<file path="config.mk">
export PLATFORM = sky130hd
export DESIGN_NAME = bla_sub_pipe_flat
export DESIGN_NICKNAME = d
export VERILOG_FILES = /design/src/rtl/bla_sub_pipe_pkg.sv /design/src/rtl/bla_sub_pipe_if.sv /design/src/rtl/bla_sub_pipe_bla4_group.sv /design/src/rtl/bla_sub_pipe.sv /design/src/flat_wrapper.sv
export SDC_FILE = /design/constraint.sdc
export NUM_CORES = 1
export LEC_CHECK = 0
export CORE_AREA = 3 3 117 119
export CTS_BUF_LIST = sky130_fd_sc_hd__clkbuf_8
export DETAILED_ROUTE_END_ITERATION = 16
export DIE_AREA = 0 0 120 122
export GPL_ROUTABILITY_DRIVEN = 1
export HOLD_SLACK_MARGIN = 0.05
export PLACE_DENSITY = 0.57
export SYNTH_ARGS = -nofsm -noshare
export SYNTH_HDL_FRONTEND = slang
export SYNTH_SLANG_ARGS = --single-unit
</file>
<file path="constraint.sdc">
create_clock -name clk -period 3 [get_ports clk]
set_clock_uncertainty 0.05 [all_clocks]
set_input_delay 0.6 -clock clk [delete_from_list [all_inputs] [get_ports clk]]
set_output_delay 0.6 -clock clk [all_outputs]
set_load 0.01 [all_outputs]
</file>
<file path="src/rtl/bla_sub_pipe_pkg.sv">
// Shared definitions for the pipelined borrow-lookahead subtractor.
// bla4_borrows returns {borrow_out, difference[3:0]} for one 4-bit group.
package bla_pkg;

  localparam int GROUP_W = 4;

  function automatic logic [GROUP_W:0] bla4_borrows(
    input logic [GROUP_W-1:0] a4,
    input logic [GROUP_W-1:0] b4,
    input logic               bin
  );
    logic [GROUP_W-1:0] p;
    logic [GROUP_W-1:0] g;
    logic [GROUP_W:0]   br;
    p = ~(a4 ^ b4);
    g = ~a4 & b4;
    // every borrow is a flat sum of products of p/g/bin, nothing ripples
    br[0] = bin;
    br[1] = g[0] | (p[0] & bin);
    br[2] = g[1] | (p[1] & g[0]) | (p[1] & p[0] & bin);
    br[3] = g[2] | (p[2] & g[1]) | (p[2] & p[1] & g[0]) | (p[2] & p[1] & p[0] & bin);
    br[4] = g[3] | (p[3] & g[2]) | (p[3] & p[2] & g[1]) | (p[3] & p[2] & p[1] & g[0])
          | (p[3] & p[2] & p[1] & p[0] & bin);
    return {br[4], a4 ^ b4 ^ br[GROUP_W-1:0]};
  endfunction

endpackage

</file>
<file path="src/rtl/bla_sub_pipe_if.sv">
// Operand and result handshake bundle for bla_sub_pipe.
// slave is the subtractor side, master is the producer/consumer side.
interface bla_sub_pipe_if #(
  parameter int WIDTH = 16
);
  logic [WIDTH-1:0] a;
  logic [WIDTH-1:0] b;
  logic             bin;
  logic             in_valid;
  logic             in_ready;
  logic [WIDTH-1:0] d;
  logic             bout;
  logic             ovf;
  logic             out_valid;
  logic             out_ready;

  modport slave (
    input  a, b, bin, in_valid, out_ready,
    output in_ready, d, bout, ovf, out_valid
  );

  modport master (
    output a, b, bin, in_valid, out_ready,
    input  in_ready, d, bout, ovf, out_valid
  );
endinterface

</file>
<file path="src/rtl/bla_sub_pipe_bla4_group.sv">
// Combinational 4-bit borrow-lookahead subtract cell.
module bla4_group
  import bla_pkg::*;
(
  input  logic [GROUP_W-1:0] a,
  input  logic [GROUP_W-1:0] b,
  input  logic               bin,
  output logic [GROUP_W-1:0] d,
  output logic               bout
);

  assign {bout, d} = bla4_borrows(a, b, bin);

endmodule

</file>
<file path="src/rtl/bla_sub_pipe.sv">
// Pipelined subtractor d = a - b - bin, one 4-bit lookahead group per stage.
// Operands travel with the beat; each stage fills in its group of d.
module bla_sub_pipe
  import bla_pkg::*;
#(
  parameter int WIDTH = 16
) (
  input  logic           clk,
  input  logic           rst,
  bla_sub_pipe_if.slave  bus
);

  localparam int STAGES = WIDTH / GROUP_W;

  logic [STAGES-1:0]  v_q;
  logic [STAGES-1:0]  br_q;
  logic [WIDTH-1:0]   a_q   [STAGES];
  logic [WIDTH-1:0]   b_q   [STAGES];
  logic [WIDTH-1:0]   d_q   [STAGES];

  logic [STAGES:0]    en;
  logic [STAGES-1:0]  v_src;
  logic [STAGES-1:0]  br_src;
  logic [STAGES-1:0]  g_bout;
  logic [WIDTH-1:0]   a_src [STAGES];
  logic [WIDTH-1:0]   b_src [STAGES];
  logic [WIDTH-1:0]   d_src [STAGES];
  logic [WIDTH-1:0]   d_nxt [STAGES];
  logic [GROUP_W-1:0] g_d   [STAGES];

  for (genvar k = 0; k < STAGES; k++) begin : g_stage
    if (k == 0) begin : g_first
      assign v_src[k]  = bus.in_valid;
      assign br_src[k] = bus.bin;
      assign a_src[k]  = bus.a;
      assign b_src[k]  = bus.b;
      assign d_src[k]  = '0;
    end else begin : g_next
      assign v_src[k]  = v_q[k-1];
      assign br_src[k] = br_q[k-1];
      assign a_src[k]  = a_q[k-1];
      assign b_src[k]  = b_q[k-1];
      assign d_src[k]  = d_q[k-1];
    end

    bla4_group u_group (
      .a    (a_src[k][GROUP_W*k +: GROUP_W]),
      .b    (b_src[k][GROUP_W*k +: GROUP_W]),
      .bin  (br_src[k]),
      .d    (g_d[k]),
      .bout (g_bout[k])
    );
  end

  // a stage may load when it is empty or its contents move on this edge
  always_comb begin
    en         = '0;
    en[STAGES] = bus.out_ready;
    for (int k = STAGES - 1; k >= 0; k--) begin
      en[k] = ~v_q[k] | en[k+1];
    end
  end

  always_comb begin
    for (int k = 0; k < STAGES; k++) begin
      d_nxt[k] = d_src[k];
      d_nxt[k][GROUP_W*k +: GROUP_W] = g_d[k];
    end
  end

  always_ff @(posedge clk) begin
    if (rst) begin
      v_q  <= '0;
      br_q <= '0;
      for (int k = 0; k < STAGES; k++) begin
        a_q[k] <= '0;
        b_q[k] <= '0;
        d_q[k] <= '0;
      end
    end else begin
      for (int k = 0; k < STAGES; k++) begin
        if (en[k]) begin
          v_q[k] <= v_src[k];
          if (v_src[k]) begin
            br_q[k] <= g_bout[k];
            a_q[k]  <= a_src[k];
            b_q[k]  <= b_src[k];
            d_q[k]  <= d_nxt[k];
          end
        end
      end
    end
  end

  assign bus.in_ready  = en[0];
  assign bus.out_valid = v_q[STAGES-1];
  assign bus.d         = d_q[STAGES-1];
  assign bus.bout      = br_q[STAGES-1];
  assign bus.ovf       = (a_q[STAGES-1][WIDTH-1] ^ b_q[STAGES-1][WIDTH-1])
                       & (a_q[STAGES-1][WIDTH-1] ^ d_q[STAGES-1][WIDTH-1]);

endmodule

</file>
<file path="src/flat_wrapper.sv">
// flat-port wrapper written by rule: the top's interface ports become plain ports
module bla_sub_pipe_flat import bla_pkg::*;
#(
  parameter int WIDTH = 16
)
  (clk, rst, bus_a, bus_b, bus_bin, bus_in_valid, bus_out_ready, bus_in_ready, bus_d, bus_bout, bus_ovf, bus_out_valid);
  bla_sub_pipe_if #(.WIDTH(WIDTH)) bus_i ();
  input  logic clk;
  input  logic rst;
  input wire logic [$bits(bus_i.a)-1:0] bus_a;
  input wire logic [$bits(bus_i.b)-1:0] bus_b;
  input wire logic [$bits(bus_i.bin)-1:0] bus_bin;
  input wire logic [$bits(bus_i.in_valid)-1:0] bus_in_valid;
  input wire logic [$bits(bus_i.out_ready)-1:0] bus_out_ready;
  output wire logic [$bits(bus_i.in_ready)-1:0] bus_in_ready;
  output wire logic [$bits(bus_i.d)-1:0] bus_d;
  output wire logic [$bits(bus_i.bout)-1:0] bus_bout;
  output wire logic [$bits(bus_i.ovf)-1:0] bus_ovf;
  output wire logic [$bits(bus_i.out_valid)-1:0] bus_out_valid;
  assign bus_i.a = bus_a;
  assign bus_i.b = bus_b;
  assign bus_i.bin = bus_bin;
  assign bus_i.in_valid = bus_in_valid;
  assign bus_i.out_ready = bus_out_ready;
  assign bus_in_ready = bus_i.in_ready;
  assign bus_d = bus_i.d;
  assign bus_bout = bus_i.bout;
  assign bus_ovf = bus_i.ovf;
  assign bus_out_valid = bus_i.out_valid;
  bla_sub_pipe #(.WIDTH(WIDTH)) u_core (.clk(clk), .rst(rst), .bus(bus_i));
endmodule
</file>
==> Yosys cells after proc, flatten, opt, wreduce, memory -nomap -nowiden <==
Memories as Yosys holds them, arrays and structs flattened.
Index checks and enable logic that the tools add are counted.
{ "classes": {"n_mux": 30, "bitwise": 147, "n_reduce_logical": 4} }
{ "op_table": {"columns": ["operator", "count"], "rows": [
  ["two-way mux 16 bit", 12],
  ["AND 1 bit", 65],
  ["OR 1 bit", 56],
  ["NOT 4 bit", 8],
  ["XOR 4 bit", 8],
  ["two-way mux 1 bit", 18],
  ["AND 4 bit", 4],
  ["AND reduction 2 bit", 4],
  ["NOT 1 bit", 4],
  ["XOR 1 bit", 2]
]} }
{ "totals": {"reg_bits": 8, "mem_bits_rw": 192, "out_inout_bits": 20, "memories": 3} }
{ "memory_table": {"columns": ["name", "depth", "word_bits", "read_ports", "rd_ports_with_merged_regs", "wr", "line", "text"], "rows": [
  ["u_core.a_q", 4, 16, 4, 0, 4, "bla_sub_pipe.sv:17", "logic [WIDTH-1:0] a_q [STAGES];"],
  ["u_core.b_q", 4, 16, 4, 0, 4, "bla_sub_pipe.sv:18", "logic [WIDTH-1:0] b_q [STAGES];"],
  ["u_core.d_q", 4, 16, 4, 0, 4, "bla_sub_pipe.sv:19", "logic [WIDTH-1:0] d_q [STAGES];"]
]} }

==> Depth between registers and ports, before layout <==
{ "logic_depth": {"ltp_word": 9, "ltp_mapped": 6, "mapped_depth_nobuf": 6} }

==> Modules after synthesis <==
A second synthesis with hierarchy kept.
{ "unflattened": {"cells_unflattened": 347, "area_unflattened_um2": 4558.1} }
{ "modules_own_cells": {"columns": ["mod", "n_inst", "cells_each", "area_per_inst_um2", "seq_area_each_um2"], "rows": [
  ["bla_sub_pipe", 1, 239, 3764.9, 2862.7],
  ["bla4_group at u_core.g_stage[0].u_group ...", 2, 27, 200.2, 0.0],
  ["bla4_group at u_core.g_stage[2].u_group ...", 2, 27, 196.4, 0.0]
]} }

==> Worst setup path after synthesis <==
No wires, ideal clock.
{ "synth_timing": {"path_kind": "input to register", "startpoint": "input port bus_out_ready", "endpoint": "memory u_core.a_q[0][10] (enable)", "setup_ns": 0.385, "arrival_time_ns": 1.569, "path_slack_ns": 0.996, "stages": 3, "n_path_buf": 0, "path_cell_list": "nand4b_4 -> o21ai_4 -> or2b_1"} }
{ "synth_rtl": {"columns": ["element", "line", "text"], "rows": [
  ["from (decl)", "flat_wrapper.sv:14", "input wire logic [$bits(bus_i.out_ready)-1:0] bus_out_ready;"],
  ["to (decl)", "bla_sub_pipe.sv:17", null]
]} }

==> Worst setup path in the final report <==
{ "layout_timing": {"startpoint": "input port bus_out_ready", "endpoint": "output port bus_in_ready"} }
{ "layout_via": {"elab_chain_len": 4} }
{ "layout_rtl": {"columns": ["element", "line", "text"], "rows": [
  ["OR 1 bit (4 in a row)", "bla_sub_pipe.sv:60", "en[k] = ~v_q[k] | en[k+1];"],
  ["to (decl)", "flat_wrapper.sv:15", "output wire logic [$bits(bus_i.in_ready)-1:0] bus_in_ready;"]
]} }
Every way passes these cells.

==> flow_metrics.tcl <==
set metrics [dict create \
    fp.coreArea_um2 12670 \
    synth.cell_area_um2 4420 \
    slew_headroom_pct 31.68 \
    worst_pin_slew_ns 1.021 \
    detail_route.wl_per_cell_um 10.83 \
    drt_wl_total_um 6086 \
    hold_viol 0 \
    power_mw 2.620 \
    rsz0062_at_grt "false" \
    antenna_left 0 \
    num_rows 41 \
    nFillCells 1231 \
    final_cells 562 \
    critPathCaptureType "output pin" \
    worstSetupStartpointType "input pin" \
    drcViolationCount 0 \
    die_area_um2 14640 \
    final_cell_mix "90 x edfxtp_1, 57 x and2_1, 56 x clkdlybuf4s50_1, 29 x inv_1" \
    path_delay_family "buffers and inverters" \
    path_cells "clkdlybuf4s50_1 > nand4b_4 > or2_2 > clkdlybuf4s50_1" \
    period_minus_slack_ns 2.700 \
    peakVddDrop_mv 0.2007 \
    cts_setup_buffers 0 \
    dpl.hpwl_um 4650 \
    synth_cell_type_count 34 \
    clock_path_buffers 2 \
    crit_fanout 3 \
    clk_latency_ns 0.35 \
    max_cap_violations 0 \
    timing.rr.end "u_core.d_q[0][18]$_SDFFCE_PN0P_" \
    worstHoldPathCells 1 \
    die_width_um 120 \
    min_path_type "flop to flop" \
    clkTransAtPathRegs_ns 0.09 \
    ys_seq_area_share_pct 64.76 \
    place_inst 546 \
    hold_end "u_core.a_q[1][15]$_SDFFCE_PN0P_" \
    cellPowerDensity_nw_per_um2 486.1 \
    critical_path.max_stage_delay_ns 0.48 \
    viasPerCell 4.077 \
    ctsHtreeMaxLevel 3 \
    gp_congestion 0.7669 \
    final.setup.worst_slack_ns 0.2997 \
    reg2reg_depth 5 \
    io_buffers 56 \
    worstHoldStart "u_core.a_q[0][15]$_SDFFCE_PN0P_" \
    min_period_over_period_pct 90.01 \
    cts_tree "yes" \
    cp_common_cell "clkdlybuf4s50_1" \
    cts_sinks 98 \
    io_pins 57 \
    syn-num-nets 379 \
    cp.depth 4 \
    num_vias 2291 \
    critPathLaunch "bus_out_ready" \
    initial_utilization_pct 34.89 \
    drt_iter0_markers 99 \
    overflow 0 \
    crit_type "input pin to output pin" \
    diodes 0 \
    r2r_start "u_core.v_q[2]$_SDFFE_PP0P_" \
    critical-path-slowest-cell "clkdlybuf4s50_1" \
    place_ws_ns 0.2408 \
    worstPathRequired_ns 2.35 \
    cts_made_buffers 9 \
    netlist_instances 318 \
    yosysWarnings 0 \
    grt_pass1_wl_um 10470 \
    grt_antenna_before_repair 0 \
    slew_violations 0 \
    grt_pass1_vias 2288 \
    fin_nets 446 \
    final_common_cell "edfxtp_1" \
    firstDrtPassIters 4 \
    syn_area_per_cell_um2 13.90 \
    die_h_um 122 \
    setup_viol 0 \
    critPathBufInv 2 \
    cts-resized-gates 0 \
    grt_max_degree 29 \
    cts_hold_buffers 0 \
    ys_ff_latch 98 \
    drive_gt1_share_pct 13.08 \
    areaGrowthSynthToFinish_pct 21.94 \
    cts_root_buf "clkbuf_8" \
    tns_ns 0 \
    r2r_slack_ns 1.05 \
    grtUsageTotal_pct 9.086 \
    status "complete, no violations" \
    p_leak_nw 2.094 \
    arrival_ns 2.05 \
    fmax_mhz 370.3 \
]
## kinds of logic (layout without fill, tap and decap cells)
logic type	Yosys count	in the layout	synth area share [%]
xor gates and xnor gates	11	11	2.180
and+or+nand+nor	121	121	17.80
DFF	98	98	64.76
AOI/OAI and AO/OA	28	28	4.331
buffers and inverters	36	108	3.453
adders and majority gates	24	24	7.472
## layout make-up
| class | instances | area [um^2] | area share, % |
|---|---|---|---|
| well taps | 172 | 215.2 | 3.993 |
| clock inverters | 7 | 45.04 | 0.8357 |
| flip-flops and latches | 98 | 2863 | 53.11 |
| clock buffers | 9 | 123.9 | 2.298 |
| repair buffers | 64 | 633.1 | 11.75 |
| inverters | 28 | 105.1 | 1.950 |
| multi-input cells | 184 | 1405 | 26.07 |
## per-layer routing
metal	wire (um)	vias up	global-route usage, %
met4	103	0	3.651
met5	0	-	0
li1	-	1218	-
met3	387	8	2.925
met2	2935	55	15.24
met1	2660	1010	10.87
## worst max path at each step
stage                                      endpoint  slack [ns]
finish                                 bus_in_ready        0.30
global route                           bus_in_ready        0.25
CTS                                    bus_in_ready        0.28
detailed placement  u_core.b_q[0][27]$_SDFFCE_PN0P_        0.24
global placement    u_core.d_q[0][20]$_SDFFCE_PN0P_        0.27
floorplan           u_core.a_q[0][10]$_SDFFCE_PN0P_         1.0
## power breakdown
part           internal [mW]  total, mW  switching (mW)
Combinational          0.158      0.295           0.138
Sequential              1.57       1.60          0.0237
Clock                  0.298      0.727           0.430
## synthesized netlist by cell type
library cell	count	share of area, %
o21ai_0	3	0.34
ha_1	20	5.7
nand3b_1	2	0.34
o22a_1	1	0.20
nand4b_4	1	0.54
buf_2	1	0.11
a211o_1	1	0.20
and2_4	20	4.0
nand2b_1	5	0.71
and3b_1	2	0.40
a211oi_1	10	1.7
inv_1	28	2.4
buf_6	2	0.51
nor2_4	2	0.51
and2_1	57	8.1
o21bai_1	1	0.17
clkbuf_1	4	0.34
or2b_1	1	0.17
a21o_1	1	0.17
nand2_1	5	0.42
nor3_1	5	0.57
xor2_1	3	0.59
nand3_1	2	0.23
a21oi_1	9	1.0
and3_1	1	0.14
fa_1	4	1.8
edfxtp_1	90	61
xnor2_1	8	1.6
nor2_1	14	1.2
or2_2	4	0.57
clkbuf_2	1	0.11
o21ai_4	1	0.37
o21a_1	1	0.17
dfxtp_1	8	3.6
## flip-flops by register name, indices dropped and copies added, names as in the netlist
name / count
u_core.b_q: 25
u_core.d_q: 40
u_core.v_q: 4
u_core.a_q: 25
u_core.br_q: 4
## through the flow
step | hold WS [ns] | utilization, % | area (um^2)
final | 0.4677 | 42.54 | 5390
after global routing | 0.4840 | 42.54 | 5390
after CTS | 0.4670 | 42.54 | 5390
after detailed placement | 0.4506 | 41.21 | 5221
after global placement | 0.4440 | 41.21 | 5221
after floorplan | 0.4224 | - | 4420
(Power assumes the default switching activity.)
